File: src/rtl/control_seq_pkg.sv
`default_nettype none
// ============================================================================
//  Module   : control_pkg
//  Brief    : Shared types and instruction field positions for control_seq.
//             The condition check controlled by CONTROL_COND_EN uses cond_t.
//  Revision : 1.0  initial release
// ============================================================================
package control_pkg;

    // Sequencer states
    typedef enum logic [2:0] {
        ST_FETCH  = 3'd0,
        ST_DECODE = 3'd1,
        ST_EXEC   = 3'd2,
        ST_MEM    = 3'd3,
        ST_HALT   = 3'd4,
        ST_FAULT  = 3'd5
    } state_t;

    // Opcodes carried in ir[27:24]; everything not listed is illegal
    typedef enum logic [3:0] {
        OP_NOP  = 4'd0,
        OP_ALU  = 4'd1,
        OP_LD   = 4'd2,
        OP_ST   = 4'd3,
        OP_JMP  = 4'd4,
        OP_HALT = 4'd15
    } opcode_t;

    // Condition codes in ir[31:28]; status = {V,N,C,Z}
    typedef enum logic [3:0] {
        COND_AL = 4'd0,
        COND_ZS = 4'd1,
        COND_CS = 4'd2,
        COND_NS = 4'd3,
        COND_VS = 4'd4,
        COND_ZC = 4'd5,
        COND_CC = 4'd6,
        COND_NC = 4'd7,
        COND_VC = 4'd8
    } cond_t;

    // Instruction field positions
    localparam int c_COND_MSB   = 31;
    localparam int c_COND_LSB   = 28;
    localparam int c_OPC_MSB    = 27;
    localparam int c_OPC_LSB    = 24;
    localparam int c_ALUOP_MSB  = 23;
    localparam int c_ALUOP_LSB  = 20;

    // Wait counter width covers WAIT_LIMIT up to 255
    localparam int c_WAIT_CNT_W = 8;

endpackage : control_pkg
`default_nettype wire

File: src/rtl/control_seq_if.sv
`default_nettype none
// ============================================================================
//  Module   : control_seq_if
//  Brief    : Instruction/status/memory-handshake inputs and datapath strobes
//             of the control sequencer. master = sequencer, slave = datapath.
//  Revision : 1.0  initial release
// ============================================================================
interface control_seq_if #(
    parameter int DATA_WIDTH = 32,
    parameter int SEL_WIDTH  = 4
);
    logic [DATA_WIDTH-1:0] ir;
    logic [3:0]            status;
    logic                  mem_ready;
    logic                  mem_rd;
    logic                  mem_wr;
    logic                  oe_a_reg_file;
    logic                  oe_b_reg_file;
    logic                  ld_reg_file;
    logic [SEL_WIDTH-1:0]  sel_a_reg_file;
    logic [SEL_WIDTH-1:0]  sel_b_reg_file;
    logic                  ld_ir;
    logic                  ld_status;
    logic                  oe_mar;
    logic                  ld_mar;
    logic                  oe_b_pc;
    logic                  ld_pc;
    logic                  inc_pc;
    logic                  oe_alu;
    logic [3:0]            alu_op;
    logic                  halted;
    logic                  fault;

    modport master (
        input  ir, status, mem_ready,
        output mem_rd, mem_wr, oe_a_reg_file, oe_b_reg_file, ld_reg_file,
               sel_a_reg_file, sel_b_reg_file, ld_ir, ld_status, oe_mar,
               ld_mar, oe_b_pc, ld_pc, inc_pc, oe_alu, alu_op, halted, fault
    );

    modport slave (
        output ir, status, mem_ready,
        input  mem_rd, mem_wr, oe_a_reg_file, oe_b_reg_file, ld_reg_file,
               sel_a_reg_file, sel_b_reg_file, ld_ir, ld_status, oe_mar,
               ld_mar, oe_b_pc, ld_pc, inc_pc, oe_alu, alu_op, halted, fault
    );
endinterface : control_seq_if
`default_nettype wire

File: src/rtl/control_seq_cond_check.sv
`default_nettype none
// ============================================================================
//  Module   : cond_check
//  Brief    : Evaluates the instruction condition field against status flags.
//             CONTROL_COND_EN defined : conditional execution enabled.
//             CONTROL_COND_EN undefined: every instruction executes.
//  Revision : 1.0  initial release
// ============================================================================
module cond_check
    import control_pkg::*;
(
    input  wire logic [3:0] cond_i,
    input  wire logic [3:0] status_i,
    output logic            pass_o
);

`ifdef CONTROL_COND_EN
    // 0 always, 1..4 flag set, 5..8 flag clear, 9..15 never
    always_comb begin
        pass_o = 1'b0;
        case (cond_i)
            COND_AL: pass_o = 1'b1;
            COND_ZS: pass_o = status_i[0];
            COND_CS: pass_o = status_i[1];
            COND_NS: pass_o = status_i[2];
            COND_VS: pass_o = status_i[3];
            COND_ZC: pass_o = ~status_i[0];
            COND_CC: pass_o = ~status_i[1];
            COND_NC: pass_o = ~status_i[2];
            COND_VC: pass_o = ~status_i[3];
            default: pass_o = 1'b0;
        endcase
    end
`else
    // Condition field is ignored in this build
    logic w_unused_cond;
    assign w_unused_cond = ^{cond_i, status_i};
    assign pass_o        = 1'b1;
`endif

endmodule : cond_check
`default_nettype wire

File: src/rtl/control_seq.sv
`default_nettype none
// ============================================================================
//  Module   : control_seq
//  Brief    : Multi-cycle instruction control sequencer
//             (FETCH/DECODE/EXEC/MEM/HALT/FAULT) with memory-wait timeout.
//             Optional macro CONTROL_COND_EN enables conditional execution.
//  Revision : 1.0  initial release
// ============================================================================
module control_seq
    import control_pkg::*;
#(
    parameter int DATA_WIDTH = 32,
    parameter int SEL_WIDTH  = 4,
    parameter int WAIT_LIMIT = 15
)(
    input  wire logic      clk,
    input  wire logic      rst_n,
    control_seq_if.master  ctrl_if
);

    localparam logic [c_WAIT_CNT_W-1:0] c_WAIT_LAST = c_WAIT_CNT_W'(WAIT_LIMIT - 1);

    state_t                  state_q, state_d;
    logic [c_WAIT_CNT_W-1:0] wait_q, wait_d;

    logic [3:0]           w_cond;
    logic [3:0]           w_opcode;
    logic [3:0]           w_alu_op;
    logic [SEL_WIDTH-1:0] w_sel_a;
    logic [SEL_WIDTH-1:0] w_sel_b;
    logic                 w_cond_pass;
    logic                 w_wait_expired;
    logic                 w_unused_ir;

    assign w_cond   = ctrl_if.ir[c_COND_MSB:c_COND_LSB];
    assign w_opcode = ctrl_if.ir[c_OPC_MSB:c_OPC_LSB];
    assign w_alu_op = ctrl_if.ir[c_ALUOP_MSB:c_ALUOP_LSB];
    assign w_sel_a  = ctrl_if.ir[2*SEL_WIDTH-1:SEL_WIDTH];
    assign w_sel_b  = ctrl_if.ir[SEL_WIDTH-1:0];

    // Bits between the select fields and alu_op are reserved
    assign w_unused_ir = ^ctrl_if.ir;

    // This cycle is the last one allowed to stall on mem_ready
    assign w_wait_expired = (wait_q == c_WAIT_LAST);

    cond_check u_cond_check (
        .cond_i   (w_cond),
        .status_i (ctrl_if.status),
        .pass_o   (w_cond_pass)
    );

    // State and wait-counter registers
    always_ff @(posedge clk or negedge rst_n) begin
        if (!rst_n) begin
            state_q <= ST_FETCH;
            wait_q  <= '0;
        end else begin
            state_q <= state_d;
            wait_q  <= wait_d;
        end
    end

    // Next-state and wait-counter update
    always_comb begin
        state_d = state_q;
        case (state_q)
            ST_FETCH: begin
                if (ctrl_if.mem_ready)  state_d = ST_DECODE;
                else if (w_wait_expired) state_d = ST_FAULT;
            end
            ST_DECODE: state_d = w_cond_pass ? ST_EXEC : ST_FETCH;
            ST_EXEC: begin
                case (w_opcode)
                    OP_NOP, OP_ALU, OP_JMP: state_d = ST_FETCH;
                    OP_LD, OP_ST:           state_d = ST_MEM;
                    OP_HALT:                state_d = ST_HALT;
                    default:                state_d = ST_FAULT;
                endcase
            end
            ST_MEM: begin
                if (ctrl_if.mem_ready)  state_d = ST_FETCH;
                else if (w_wait_expired) state_d = ST_FAULT;
            end
            ST_HALT:  state_d = ST_HALT;
            ST_FAULT: state_d = ST_FAULT;
            default:  state_d = ST_FAULT;
        endcase

        // Any state change restarts the count, so entry to FETCH/MEM sees 0
        wait_d = wait_q;
        if (state_d != state_q) begin
            wait_d = '0;
        end else if (((state_q == ST_FETCH) || (state_q == ST_MEM)) && !ctrl_if.mem_ready) begin
            wait_d = wait_q + 1'b1;
        end
    end

    logic                 w_mem_rd, w_mem_wr;
    logic                 w_oe_a, w_oe_b, w_ld_rf;
    logic [SEL_WIDTH-1:0] w_sel_a_out, w_sel_b_out;
    logic                 w_ld_ir, w_ld_status, w_oe_mar, w_ld_mar;
    logic                 w_oe_b_pc, w_ld_pc, w_inc_pc, w_oe_alu;
    logic [3:0]           w_alu_op_out;
    logic                 w_halted, w_fault;

    // Strobe decode from current state, instruction and mem_ready
    always_comb begin
        w_mem_rd     = 1'b0;
        w_mem_wr     = 1'b0;
        w_oe_a       = 1'b0;
        w_oe_b       = 1'b0;
        w_ld_rf      = 1'b0;
        w_sel_a_out  = '0;
        w_sel_b_out  = '0;
        w_ld_ir      = 1'b0;
        w_ld_status  = 1'b0;
        w_oe_mar     = 1'b0;
        w_ld_mar     = 1'b0;
        w_oe_b_pc    = 1'b0;
        w_ld_pc      = 1'b0;
        w_inc_pc     = 1'b0;
        w_oe_alu     = 1'b0;
        w_alu_op_out = '0;
        w_halted     = 1'b0;
        w_fault      = 1'b0;
        case (state_q)
            ST_FETCH: begin
                w_oe_b_pc = 1'b1;
                w_mem_rd  = 1'b1;
                if (ctrl_if.mem_ready) begin
                    w_ld_ir  = 1'b1;
                    w_inc_pc = 1'b1;
                end
            end
            ST_EXEC: begin
                case (w_opcode)
                    OP_ALU: begin
                        w_oe_a       = 1'b1;
                        w_oe_b       = 1'b1;
                        w_oe_alu     = 1'b1;
                        w_ld_rf      = 1'b1;
                        w_ld_status  = 1'b1;
                        w_sel_a_out  = w_sel_a;
                        w_sel_b_out  = w_sel_b;
                        w_alu_op_out = w_alu_op;
                    end
                    OP_LD, OP_ST: begin
                        w_oe_a      = 1'b1;
                        w_ld_mar    = 1'b1;
                        w_sel_a_out = w_sel_a;
                    end
                    OP_JMP: begin
                        w_oe_a  = 1'b1;
                        w_ld_pc = 1'b1;
                    end
                    default: ;
                endcase
            end
            ST_MEM: begin
                w_oe_mar = 1'b1;
                if (w_opcode == OP_ST) begin
                    w_mem_wr = 1'b1;
                    w_oe_b   = 1'b1;
                end else begin
                    w_mem_rd = 1'b1;
                    if (ctrl_if.mem_ready) begin
                        w_ld_rf     = 1'b1;
                        w_sel_b_out = w_sel_b;
                    end
                end
            end
            ST_HALT:  w_halted = 1'b1;
            ST_FAULT: w_fault  = 1'b1;
            default: ;
        endcase
    end

    // Reset masks every output immediately, abandoning any access in flight
    assign ctrl_if.mem_rd         = w_mem_rd    & rst_n;
    assign ctrl_if.mem_wr         = w_mem_wr    & rst_n;
    assign ctrl_if.oe_a_reg_file  = w_oe_a      & rst_n;
    assign ctrl_if.oe_b_reg_file  = w_oe_b      & rst_n;
    assign ctrl_if.ld_reg_file    = w_ld_rf     & rst_n;
    assign ctrl_if.sel_a_reg_file = rst_n ? w_sel_a_out : '0;
    assign ctrl_if.sel_b_reg_file = rst_n ? w_sel_b_out : '0;
    assign ctrl_if.ld_ir          = w_ld_ir     & rst_n;
    assign ctrl_if.ld_status      = w_ld_status & rst_n;
    assign ctrl_if.oe_mar         = w_oe_mar    & rst_n;
    assign ctrl_if.ld_mar         = w_ld_mar    & rst_n;
    assign ctrl_if.oe_b_pc        = w_oe_b_pc   & rst_n;
    assign ctrl_if.ld_pc          = w_ld_pc     & rst_n;
    assign ctrl_if.inc_pc         = w_inc_pc    & rst_n;
    assign ctrl_if.oe_alu         = w_oe_alu    & rst_n;
    assign ctrl_if.alu_op         = rst_n ? w_alu_op_out : 4'd0;
    assign ctrl_if.halted         = w_halted    & rst_n;
    assign ctrl_if.fault          = w_fault     & rst_n;

endmodule : control_seq
`default_nettype wire
File: src/flat_wrapper.sv
// flat-port wrapper written by rule: the top's interface ports become plain ports
module control_seq_flat import control_pkg::*;
#(
    parameter int DATA_WIDTH = 32,
    parameter int SEL_WIDTH  = 4,
    parameter int WAIT_LIMIT = 15
)
  (clk, rst_n, ctrl_if_ir, ctrl_if_status, ctrl_if_mem_ready, ctrl_if_mem_rd, ctrl_if_mem_wr, ctrl_if_oe_a_reg_file, ctrl_if_oe_b_reg_file, ctrl_if_ld_reg_file, ctrl_if_sel_a_reg_file, ctrl_if_sel_b_reg_file, ctrl_if_ld_ir, ctrl_if_ld_status, ctrl_if_oe_mar, ctrl_if_ld_mar, ctrl_if_oe_b_pc, ctrl_if_ld_pc, ctrl_if_inc_pc, ctrl_if_oe_alu, ctrl_if_alu_op, ctrl_if_halted, ctrl_if_fault);
  control_seq_if #(.DATA_WIDTH(DATA_WIDTH), .SEL_WIDTH(SEL_WIDTH)) ctrl_if_i ();
  input  wire logic clk;
  input  wire logic rst_n;
  input wire logic [$bits(ctrl_if_i.ir)-1:0] ctrl_if_ir;
  input wire logic [$bits(ctrl_if_i.status)-1:0] ctrl_if_status;
  input wire logic [$bits(ctrl_if_i.mem_ready)-1:0] ctrl_if_mem_ready;
  output wire logic [$bits(ctrl_if_i.mem_rd)-1:0] ctrl_if_mem_rd;
  output wire logic [$bits(ctrl_if_i.mem_wr)-1:0] ctrl_if_mem_wr;
  output wire logic [$bits(ctrl_if_i.oe_a_reg_file)-1:0] ctrl_if_oe_a_reg_file;
  output wire logic [$bits(ctrl_if_i.oe_b_reg_file)-1:0] ctrl_if_oe_b_reg_file;
  output wire logic [$bits(ctrl_if_i.ld_reg_file)-1:0] ctrl_if_ld_reg_file;
  output wire logic [$bits(ctrl_if_i.sel_a_reg_file)-1:0] ctrl_if_sel_a_reg_file;
  output wire logic [$bits(ctrl_if_i.sel_b_reg_file)-1:0] ctrl_if_sel_b_reg_file;
  output wire logic [$bits(ctrl_if_i.ld_ir)-1:0] ctrl_if_ld_ir;
  output wire logic [$bits(ctrl_if_i.ld_status)-1:0] ctrl_if_ld_status;
  output wire logic [$bits(ctrl_if_i.oe_mar)-1:0] ctrl_if_oe_mar;
  output wire logic [$bits(ctrl_if_i.ld_mar)-1:0] ctrl_if_ld_mar;
  output wire logic [$bits(ctrl_if_i.oe_b_pc)-1:0] ctrl_if_oe_b_pc;
  output wire logic [$bits(ctrl_if_i.ld_pc)-1:0] ctrl_if_ld_pc;
  output wire logic [$bits(ctrl_if_i.inc_pc)-1:0] ctrl_if_inc_pc;
  output wire logic [$bits(ctrl_if_i.oe_alu)-1:0] ctrl_if_oe_alu;
  output wire logic [$bits(ctrl_if_i.alu_op)-1:0] ctrl_if_alu_op;
  output wire logic [$bits(ctrl_if_i.halted)-1:0] ctrl_if_halted;
  output wire logic [$bits(ctrl_if_i.fault)-1:0] ctrl_if_fault;
  assign ctrl_if_i.ir = ctrl_if_ir;
  assign ctrl_if_i.status = ctrl_if_status;
  assign ctrl_if_i.mem_ready = ctrl_if_mem_ready;
  assign ctrl_if_mem_rd = ctrl_if_i.mem_rd;
  assign ctrl_if_mem_wr = ctrl_if_i.mem_wr;
  assign ctrl_if_oe_a_reg_file = ctrl_if_i.oe_a_reg_file;
  assign ctrl_if_oe_b_reg_file = ctrl_if_i.oe_b_reg_file;
  assign ctrl_if_ld_reg_file = ctrl_if_i.ld_reg_file;
  assign ctrl_if_sel_a_reg_file = ctrl_if_i.sel_a_reg_file;
  assign ctrl_if_sel_b_reg_file = ctrl_if_i.sel_b_reg_file;
  assign ctrl_if_ld_ir = ctrl_if_i.ld_ir;
  assign ctrl_if_ld_status = ctrl_if_i.ld_status;
  assign ctrl_if_oe_mar = ctrl_if_i.oe_mar;
  assign ctrl_if_ld_mar = ctrl_if_i.ld_mar;
  assign ctrl_if_oe_b_pc = ctrl_if_i.oe_b_pc;
  assign ctrl_if_ld_pc = ctrl_if_i.ld_pc;
  assign ctrl_if_inc_pc = ctrl_if_i.inc_pc;
  assign ctrl_if_oe_alu = ctrl_if_i.oe_alu;
  assign ctrl_if_alu_op = ctrl_if_i.alu_op;
  assign ctrl_if_halted = ctrl_if_i.halted;
  assign ctrl_if_fault = ctrl_if_i.fault;
  control_seq #(.DATA_WIDTH(DATA_WIDTH), .SEL_WIDTH(SEL_WIDTH), .WAIT_LIMIT(WAIT_LIMIT)) u_core (.clk(clk), .rst_n(rst_n), .ctrl_if(ctrl_if_i));
endmodule
File: config.mk
export PLATFORM = sky130hd
export DESIGN_NAME = control_seq_flat
export DESIGN_NICKNAME = d
export VERILOG_FILES = /design/src/rtl/control_seq_pkg.sv /design/src/rtl/control_seq_if.sv /design/src/rtl/control_seq_cond_check.sv /design/src/rtl/control_seq.sv /design/src/flat_wrapper.sv
export SDC_FILE = /design/constraint.sdc
export NUM_CORES = 1
export LEC_CHECK = 0
export CAP_MARGIN = 20
export CORE_MARGIN = 8
export CORE_UTILIZATION = 25
export DETAILED_ROUTE_END_ITERATION = 6
export GPL_ROUTABILITY_DRIVEN = 0
export PLACE_DENSITY_LB_ADDON = 0.25
export SLEW_MARGIN = 20
export SYNTH_ARGS = -nofsm -noshare
export SYNTH_HDL_FRONTEND = slang
export SYNTH_HIERARCHICAL = 1
export SYNTH_SLANG_ARGS = --single-unit
File: constraint.sdc
create_clock -name clk -period 3 [get_ports clk]
set_clock_uncertainty 0.05 [all_clocks]
set_input_delay 0.6 -clock clk [delete_from_list [all_inputs] [get_ports clk]]
set_output_delay 0.6 -clock clk [all_outputs]
set_load 0.01 [all_outputs]
==> flow_summary.rst, run 1 <==
.. list-table::
   :header-rows: 1

   * - Metric
     - Value
   * - Count of cell instances traversed by the critical path
     - 6
   * - Die width
     - 79.3 um
   * - Basic-gate share of the synthesized area counting and, or, nand and nor cells
     - 40.2%
   * - Pwr per Cell Area
     - 428 nW/um^2
   * - Syn nets
     - 161
   * - Netlist area before placement
     - 1000 um^2
   * - Wire length of the first global-routing pass
     - 4910 um
   * - Number of buffers on the longest clock path
     - 2
   * - XOR/XNOR share of the synthesized area
     - 6.99%
   * - Total length of routed met3 wires
     - 374 um
   * - RSZ-0062 raised after global routing
     - no
   * - Total of max-cap violations
     - 0
   * - Maximum number of pins on one net before global-route repair
     - 13
   * - Area taken by flip-flops and latches
     - 275 um^2
   * - Clk_lat worst skew
     - 0.23 ns
   * - Worst hold margin
     - 0.435 ns
   * - Placed Cells
     - 222
   * - Sequential cell area fraction in the yosys report
     - 27.5%
   * - Clock sink total
     - 11
   * - Arrival time worst endpoint
     - 2.27 ns
   * - Combinational family with the most area after synthesis
     - simple AND/OR/NAND/NOR gates
   * - Avg Vias per Cell
     - 4.58
   * - Non-Filler Instances
     - 229
   * - Cell count after synthesis
     - 120
   * - Wire per inst
     - 12.8 um
   * - Boundary Pins
     - 66
   * - Cell at the root of the clock tree
     - sky130_fd_sc_hd__clkbuf_8
   * - Worst min-delay path class
     - in2async
   * - Category of the critical setup timing path
     - in2out
   * - Logic depth of the worst register-to-register path
     - 6
   * - Adder-cell share of the synthesized area
     - 2.50%
   * - Crit. End Element
     - output pin
   * - Main synth FF type
     - sky130_fd_sc_hd__dfrtp_1
   * - TritonCTS clock tree
     - yes
   * - Iteration-0 DRC count of the detailed router
     - 35
   * - Rows
     - 23
   * - Kind of launch point of the worst setup path
     - primary input
   * - Mapped Avg Cell Area
     - 8.35 um^2
   * - First-pass DRT Iterations
     - 4
   * - Number of filler instances in the final layout
     - 392
   * - Deepest level of the CTS H-tree
     - 1
   * - Clk slew on worst S/H paths
     - 0.05 ns
   * - Max-slew violations
     - 0
   * - Achievable frequency
     - 342 MHz
   * - Via count of the first global-routing pass
     - 1066
   * - Starting density of the core
     - 25.4%
   * - Run status
     - finished clean
   * - Area of the core
     - 3940 um^2
   * - Count of port buffers added during placement
     - 45
   * - Hold Fails Final Rpt
     - 0
   * - Number of antenna violations at the first check in global routing
     - 0
   * - Number of unique standard cell types used by synthesis
     - 42
   * - Slack of the worst reg-to-reg path
     - 1.11 ns
   * - Combined area of the multi-input logic cells
     - 669 um^2
   * - Final Setup Violations
     - 0
   * - Detailed Route WL
     - 2940 um
   * - Flops & latches, synth
     - 11
   * - Post-synthesis async set-or-reset flop share
     - 100%
   * - Worst supply voltage drop on vdd
     - 254 uV
   * - DR vias
     - 1049
   * - Mux contribution to synthesized area
     - 0%
   * - Height of the die
     - 79.3 um
   * - Total power after layout
     - 0.692 mW
   * - Worst path top cell family by delay
     - buffers and inverters
   * - Highest signal layer in the routed design
     - met4
   * - Maximum single-stage delay on the critical path
     - 0.52 ns
   * - Final antenna diode count
     - 0
   * - Number of enable-type register cells in the synthesized netlist
     - 0
   * - WP buf/inv
     - 3
   * - Post-route DRC violation count
     - 0
   * - Worst-path fanout max
     - 3
   * - GRT Total Usage
     - 9.53%
   * - Nets
     - 221
   * - Critical path's slowest cell
     - sky130_fd_sc_hd__clkdlybuf4s50_1
   * - Die Footprint
     - 6290 um^2
   * - Aggregate global routing overflow
     - 0
   * - Syn. warnings
     - 6
   * - Estimated wirelength of the detail-placed design
     - 2440 um
   * - Worst r2r src
     - u_core/state_q[1]
   * - Total negative slack
     - 0 ns
   * - Cell chain of the critical path
     - dlygate4sd2_1 > nand2b_1 > or4_4 > nor3b_4 > buf_4 > clkdlybuf4s50_1
   * - Remaining antenna violation count after routing
     - 0
   * - Met1 wire length
     - 1310 um
   * - Detailed route wirelength on metal2
     - 1240 um
   * - Leakage power total
     - 0.776 nW
   * - CTS buffer count
     - 3
   * - Fraction of layout cells with a size suffix above 1
     - 26.3%
   * - Post-route clock period utilization
     - 97.4%
   * - Area delta synth->final
     - 61.4%
   * - Compound-Gate Fraction of Synth Area
     - 15.2%
   * - Final Critical Period
     - 2.92 ns
   * - Capture point of the worst reg-to-reg path
     - u_core/wait_q[0]
   * - Required time at the endpoint of the critical path
     - 2.35 ns
   * - Worst setup path startpoint
     - rst_n
## worst max path at each step
stage | slack [ns] | endpoint
2_1_floorplan | 0.38 | ctrl_if_sel_b_reg_file[0]
3_3_place_gp | -0.47 | ctrl_if_sel_b_reg_file[2]
3_5_place_dp | -0.49 | ctrl_if_sel_b_reg_file[2]
4_1_cts | 0.02 | ctrl_if_ld_pc
5_1_grt | 0.004 | ctrl_if_ld_status
6_report | 0.08 | ctrl_if_ld_status
## layout make-up
cell class | instances | share of cell area [%]
multi-input combinational | 98 | 41.4
timing repair buffer | 64 | 34.5
sequential | 11 | 17.0
tap | 50 | 3.87
clock buffer | 4 | 2.78
inverter | 2 | 0.464
## metrics by stage
step           utilization (%)  setup slack (ns)  cell area [um^2]
2_1_floorplan                -             0.379              1000
3_3_place_gp              39.8            -0.475              1570
3_5_place_dp              39.8            -0.494              1570
4_1_cts                   40.7            0.0189              1600
5_1_grt                   41.0           0.00359              1620
6_report                  41.0            0.0770              1620
## layer usage
metal	GRT usage [%]	up-vias
li1	-	524
met1	11.3	477
met2	15.4	46
met4	3.89	0
met3	3.16	2
met5	0	-
## logic make-up after synthesis
kind of cell               Yosys count
buffers and inverters               11
adders and majority gates            2
and+or+nand+nor                     70
DFF                                 11
xor gates and xnor gates             8
AOI/OAI and AO/OA                   17
other                                1
## flip-flops by register name (all words and copies together) (netlist names)
| name | count |
|---|---|
| u_core/state_q | 3 |
| u_core/wait_q | 8 |
## Yosys cell counts (2+ instances only)
cell type                  count  area (um^2)
sky130_fd_sc_hd__or2_2         3         18.8
sky130_fd_sc_hd__nor2b_1       3         18.8
sky130_fd_sc_hd__o21ai_0       3         15.0
sky130_fd_sc_hd__buf_4         4         30.0
sky130_fd_sc_hd__and2_2        4         30.0
sky130_fd_sc_hd__dfrtp_1      11          275
sky130_fd_sc_hd__inv_1         2         7.51
sky130_fd_sc_hd__nor2_1       17         63.8
sky130_fd_sc_hd__nand4_1       3         18.8
sky130_fd_sc_hd__nor3_1        2         10.0
sky130_fd_sc_hd__xor2_1        7         61.3
sky130_fd_sc_hd__nand2b_1      2         12.5
sky130_fd_sc_hd__buf_6         2         22.5
sky130_fd_sc_hd__nand2_1       9         33.8
sky130_fd_sc_hd__a21oi_1       2         10.0
sky130_fd_sc_hd__ha_1          2         25.0
sky130_fd_sc_hd__and2_1       12         75.1
sky130_fd_sc_hd__a211oi_1      2         15.0
sky130_fd_sc_hd__nand3_1       4         20.0
sky130_fd_sc_hd__nor4_1        4         25.0
## where the power goes
part / switching, mW / total, mW / internal (mW)
Combinational: 0.175 / 0.351 / 0.176
Sequential: 0.0211 / 0.197 / 0.176
Clock: 0.0508 / 0.144 / 0.0929
## cell usage in the layout (no fill, tap or decap), types with 4 or more instances in the layout
| cell | instances |
|---|---|
| sky130_fd_sc_hd__nor2_1 | 15 |
| sky130_fd_sc_hd__dlygate4sd2_1 | 11 |
| sky130_fd_sc_hd__nand3_1 | 4 |
| sky130_fd_sc_hd__clkdlybuf4s50_1 | 26 |
| sky130_fd_sc_hd__xor2_1 | 7 |
| sky130_fd_sc_hd__and2_2 | 4 |
| sky130_fd_sc_hd__buf_2 | 5 |
| sky130_fd_sc_hd__buf_4 | 19 |
| sky130_fd_sc_hd__and2_1 | 12 |
| sky130_fd_sc_hd__nand2_1 | 9 |
| sky130_fd_sc_hd__dfrtp_1 | 11 |
| sky130_fd_sc_hd__nor4_1 | 4 |
## timing repair
action | in CTS | in global routing
pin swaps | 2 | 1
buffers inserted | 3 | 0
resized for setup | 37 | 4
hold buffers | 0 | 0
endpoints found under the setup margin | 21 | 6
(Power assumes the default switching activity.)
==> run 2, diff against run 1 <==
--- a/config.mk
+++ b/config.mk
@@ -6,8 +6,10 @@
 export NUM_CORES = 1
 export LEC_CHECK = 0
 export CAP_MARGIN = 20
-export CORE_MARGIN = 8
+export CORE_MARGIN = 5
 export CORE_UTILIZATION = 25
+export CTS_CLUSTER_DIAMETER = 30
+export CTS_CLUSTER_SIZE = 14
 export DETAILED_ROUTE_END_ITERATION = 6
 export GPL_ROUTABILITY_DRIVEN = 0
 export PLACE_DENSITY_LB_ADDON = 0.25
==> run 2 against run 1 <==
Effect of this change:
- hold slack worse by 0.017 ns
- largest power group unchanged
- sequential power hardly changed
- final cell count stayed put
- global-route usage rose by 1.8 points
- sequential share of layout area about the same
- non-clock buffer count did not move
==> flow_summary.rst, run 2 (synthesis gave the netlist of run 1 again) <==
.. list-table::
   :header-rows: 1

   * - Metric
     - Value
   * - Detailed route wirelength on metal2
     - 1290 um
   * - Kind of launch point of the worst setup path
     - primary input
   * - Worst supply voltage drop on vdd
     - 374 uV
   * - Max-slew violations
     - 0
   * - Critical path's slowest cell
     - sky130_fd_sc_hd__clkdlybuf4s50_1
   * - Number of filler instances in the final layout
     - 409
   * - Pwr per Cell Area
     - 431 nW/um^2
   * - Wire length of the first global-routing pass
     - 4910 um
   * - Post-route DRC violation count
     - 0
   * - TritonCTS clock tree
     - yes
   * - Arrival time worst endpoint
     - 2.22 ns
   * - Aggregate global routing overflow
     - 0
   * - Cell at the root of the clock tree
     - sky130_fd_sc_hd__clkbuf_8
   * - Worst path top cell family by delay
     - buffers and inverters
   * - Clock sink total
     - 11
   * - Post-route clock period utilization
     - 95.7%
   * - CTS buffer count
     - 3
   * - Met1 wire length
     - 1300 um
   * - Category of the critical setup timing path
     - in2out
   * - Fraction of layout cells with a size suffix above 1
     - 26.3%
   * - Iteration-0 DRC count of the detailed router
     - 29
   * - Starting density of the core
     - 25.4%
   * - Height of the die
     - 73.3 um
   * - Worst min-delay path class
     - in2async
   * - WP buf/inv
     - 4
   * - Estimated wirelength of the detail-placed design
     - 2340 um
   * - Die width
     - 73.3 um
   * - Achievable frequency
     - 348 MHz
   * - GRT Total Usage
     - 11.3%
   * - Worst hold margin
     - 0.418 ns
   * - Avg Vias per Cell
     - 4.69
   * - Hold buffers post-CTS
     - 0
   * - Required time at the endpoint of the critical path
     - 2.35 ns
   * - Nets
     - 221
   * - Die Footprint
     - 5380 um^2
   * - Non-Filler Instances
     - 229
   * - Final antenna diode count
     - 0
   * - Total length of routed met3 wires
     - 330 um
   * - Cell chain of the critical path
     - clkdlybuf4s50_1 > buf_4 > nor2_1 > nand3_1 > buf_4 > a21o_1 > clkdlybuf4s50_1
   * - Remaining antenna violation count after routing
     - 0
   * - Largest registers
     - u_core/wait_q x8, u_core/state_q x3
   * - Placed Cells
     - 222
   * - Wire per inst
     - 13.0 um
   * - Number of antenna violations at the first check in global routing
     - 0
   * - Clk_lat worst skew
     - 0.24 ns
   * - Leading cell types in the layout, fill and taps excluded
     - 23 x sky130_fd_sc_hd__clkdlybuf4s50_1, 18 x sky130_fd_sc_hd__buf_4, 15 x sky130_fd_sc_hd__nor2_1, 12 x sky130_fd_sc_hd__dlygate4sd2_1, 12 x sky130_fd_sc_hd__and2_1
   * - Crit. End Element
     - output pin
   * - Number of buffers on the longest clock path
     - 2
   * - Via count of the first global-routing pass
     - 1098
   * - Max FFs per register
     - 8
   * - Reg with most FFs
     - u_core/wait_q
   * - Most common library cell in the layout ignoring fill and taps
     - sky130_fd_sc_hd__clkdlybuf4s50_1
   * - Clk slew on worst S/H paths
     - 0.05 ns
   * - Total power after layout
     - 0.698 mW
   * - RSZ-0062 raised after global routing
     - no
   * - Highest signal layer in the routed design
     - met4
   * - Run status
     - finished clean
   * - Maximum single-stage delay on the critical path
     - 0.47 ns
   * - Leakage power total
     - 0.824 nW
   * - Final Setup Violations
     - 0
   * - First-pass DRT Iterations
     - 4
   * - Deepest level of the CTS H-tree
     - 1
   * - Area delta synth->final
     - 61.5%
   * - DR vias
     - 1075
   * - Final Critical Period
     - 2.87 ns
   * - Boundary Pins
     - 66
   * - Detailed Route WL
     - 2970 um
   * - Total of max-cap violations
     - 0
   * - Area of the core
     - 3940 um^2
   * - Worst-path fanout max
     - 7
   * - Count of port buffers added during placement
     - 45
   * - Rows
     - 23
   * - Maximum number of pins on one net before global-route repair
     - 13
   * - Area taken by flip-flops and latches
     - 275 um^2
   * - Hold Fails Final Rpt
     - 0
   * - Combined area of the multi-input logic cells
     - 669 um^2
[run 2: cell count changes in the layout (fill, tap and decap cells not counted)]
cell,delta
sky130_fd_sc_hd__buf_2,+1
sky130_fd_sc_hd__buf_4,-1
sky130_fd_sc_hd__buf_6,+1
sky130_fd_sc_hd__clkdlybuf4s15_2,-1
sky130_fd_sc_hd__clkdlybuf4s50_1,-3
sky130_fd_sc_hd__dlygate4sd2_1,+1
sky130_fd_sc_hd__dlymetal6s2s_1,+2
[run 2: area by class of cell]
| cell class | count | area share, % |
|---|---|---|
| Timing Repair Buffer | 64 | 34.5 |
| Multi-Input combinational cell | 98 | 41.3 |
| Inverter | 2 | 0.464 |
| Sequential cell | 11 | 17.0 |
| Clock buffer | 4 | 2.78 |
| Tap cell | 50 | 3.86 |
[run 2: path summary, 6_finish.rpt]
| kind | start | slack (ns) | to | depth (start not counted) |
|---|---|---|---|---|
| setup reg to reg | u_core/wait_q[0] | 1.12 | u_core/wait_q[1] | 7 |
| max in group asynchronous | rst_n | 2.32 | u_core/wait_q[6] | 2 |
| min in group clk | u_core/wait_q[7] | 0.52 | u_core/wait_q[7] | 2 |
| hold / removal | rst_n | 0.42 | u_core/wait_q[1] | 2 |
| setup / recovery | ctrl_if_ir[26] | 0.13 | ctrl_if_mem_rd | 7 |
| hold reg to reg | u_core/wait_q[7] | 0.52 | u_core/wait_q[7] | 2 |
[run 2: timing repair]
item,CTS,global route
endpoints found under the setup margin,18,13
endpoints found under the hold margin,0,0
pin swaps,2,2
gates resized for setup,39,7
buffers inserted,3,0
[run 2: routing by layer]
metal | up-vias | global-route usage (%)
met5 | - | 0
met4 | 0 | 4.23
met3 | 5 | 2.46
met2 | 51 | 19.5
met1 | 495 | 13.8
li1 | 524 | -
[run 2: per-stage QoR]
| stage | area, um^2 | utilization (%) | TNS, ns | setup slack (ns) |
|---|---|---|---|---|
| final | 1620 | 41.1 | 0 | 0.129 |
| after global routing | 1620 | 41.1 | 0 | 0.0177 |
| after CTS | 1600 | 40.5 | 0 | 0.0123 |
| after detailed placement | 1570 | 39.8 | -6.41 | -0.506 |
| after global placement | 1570 | 39.8 | -5.87 | -0.470 |
| after floorplan | 1000 | - | 0 | 0.379 |
[run 2: report_power, final]
group | internal, mW | leakage, nW | switching [mW]
registers | 0.176 | 0.147 | 0.0226
clock network | 0.0932 | 0.0228 | 0.0550
logic | 0.176 | 0.655 | 0.175
[run 2: worst reg2reg max path: cells and delay by family (launching register included)]
kind / cells / cell delay [ns]
compound gates: 3 / 0.71
flops: 1 / 0.40
simple gates: 2 / 0.39
fa+ha+maj: 1 / 0.19
buf+inv: 1 / 0.06
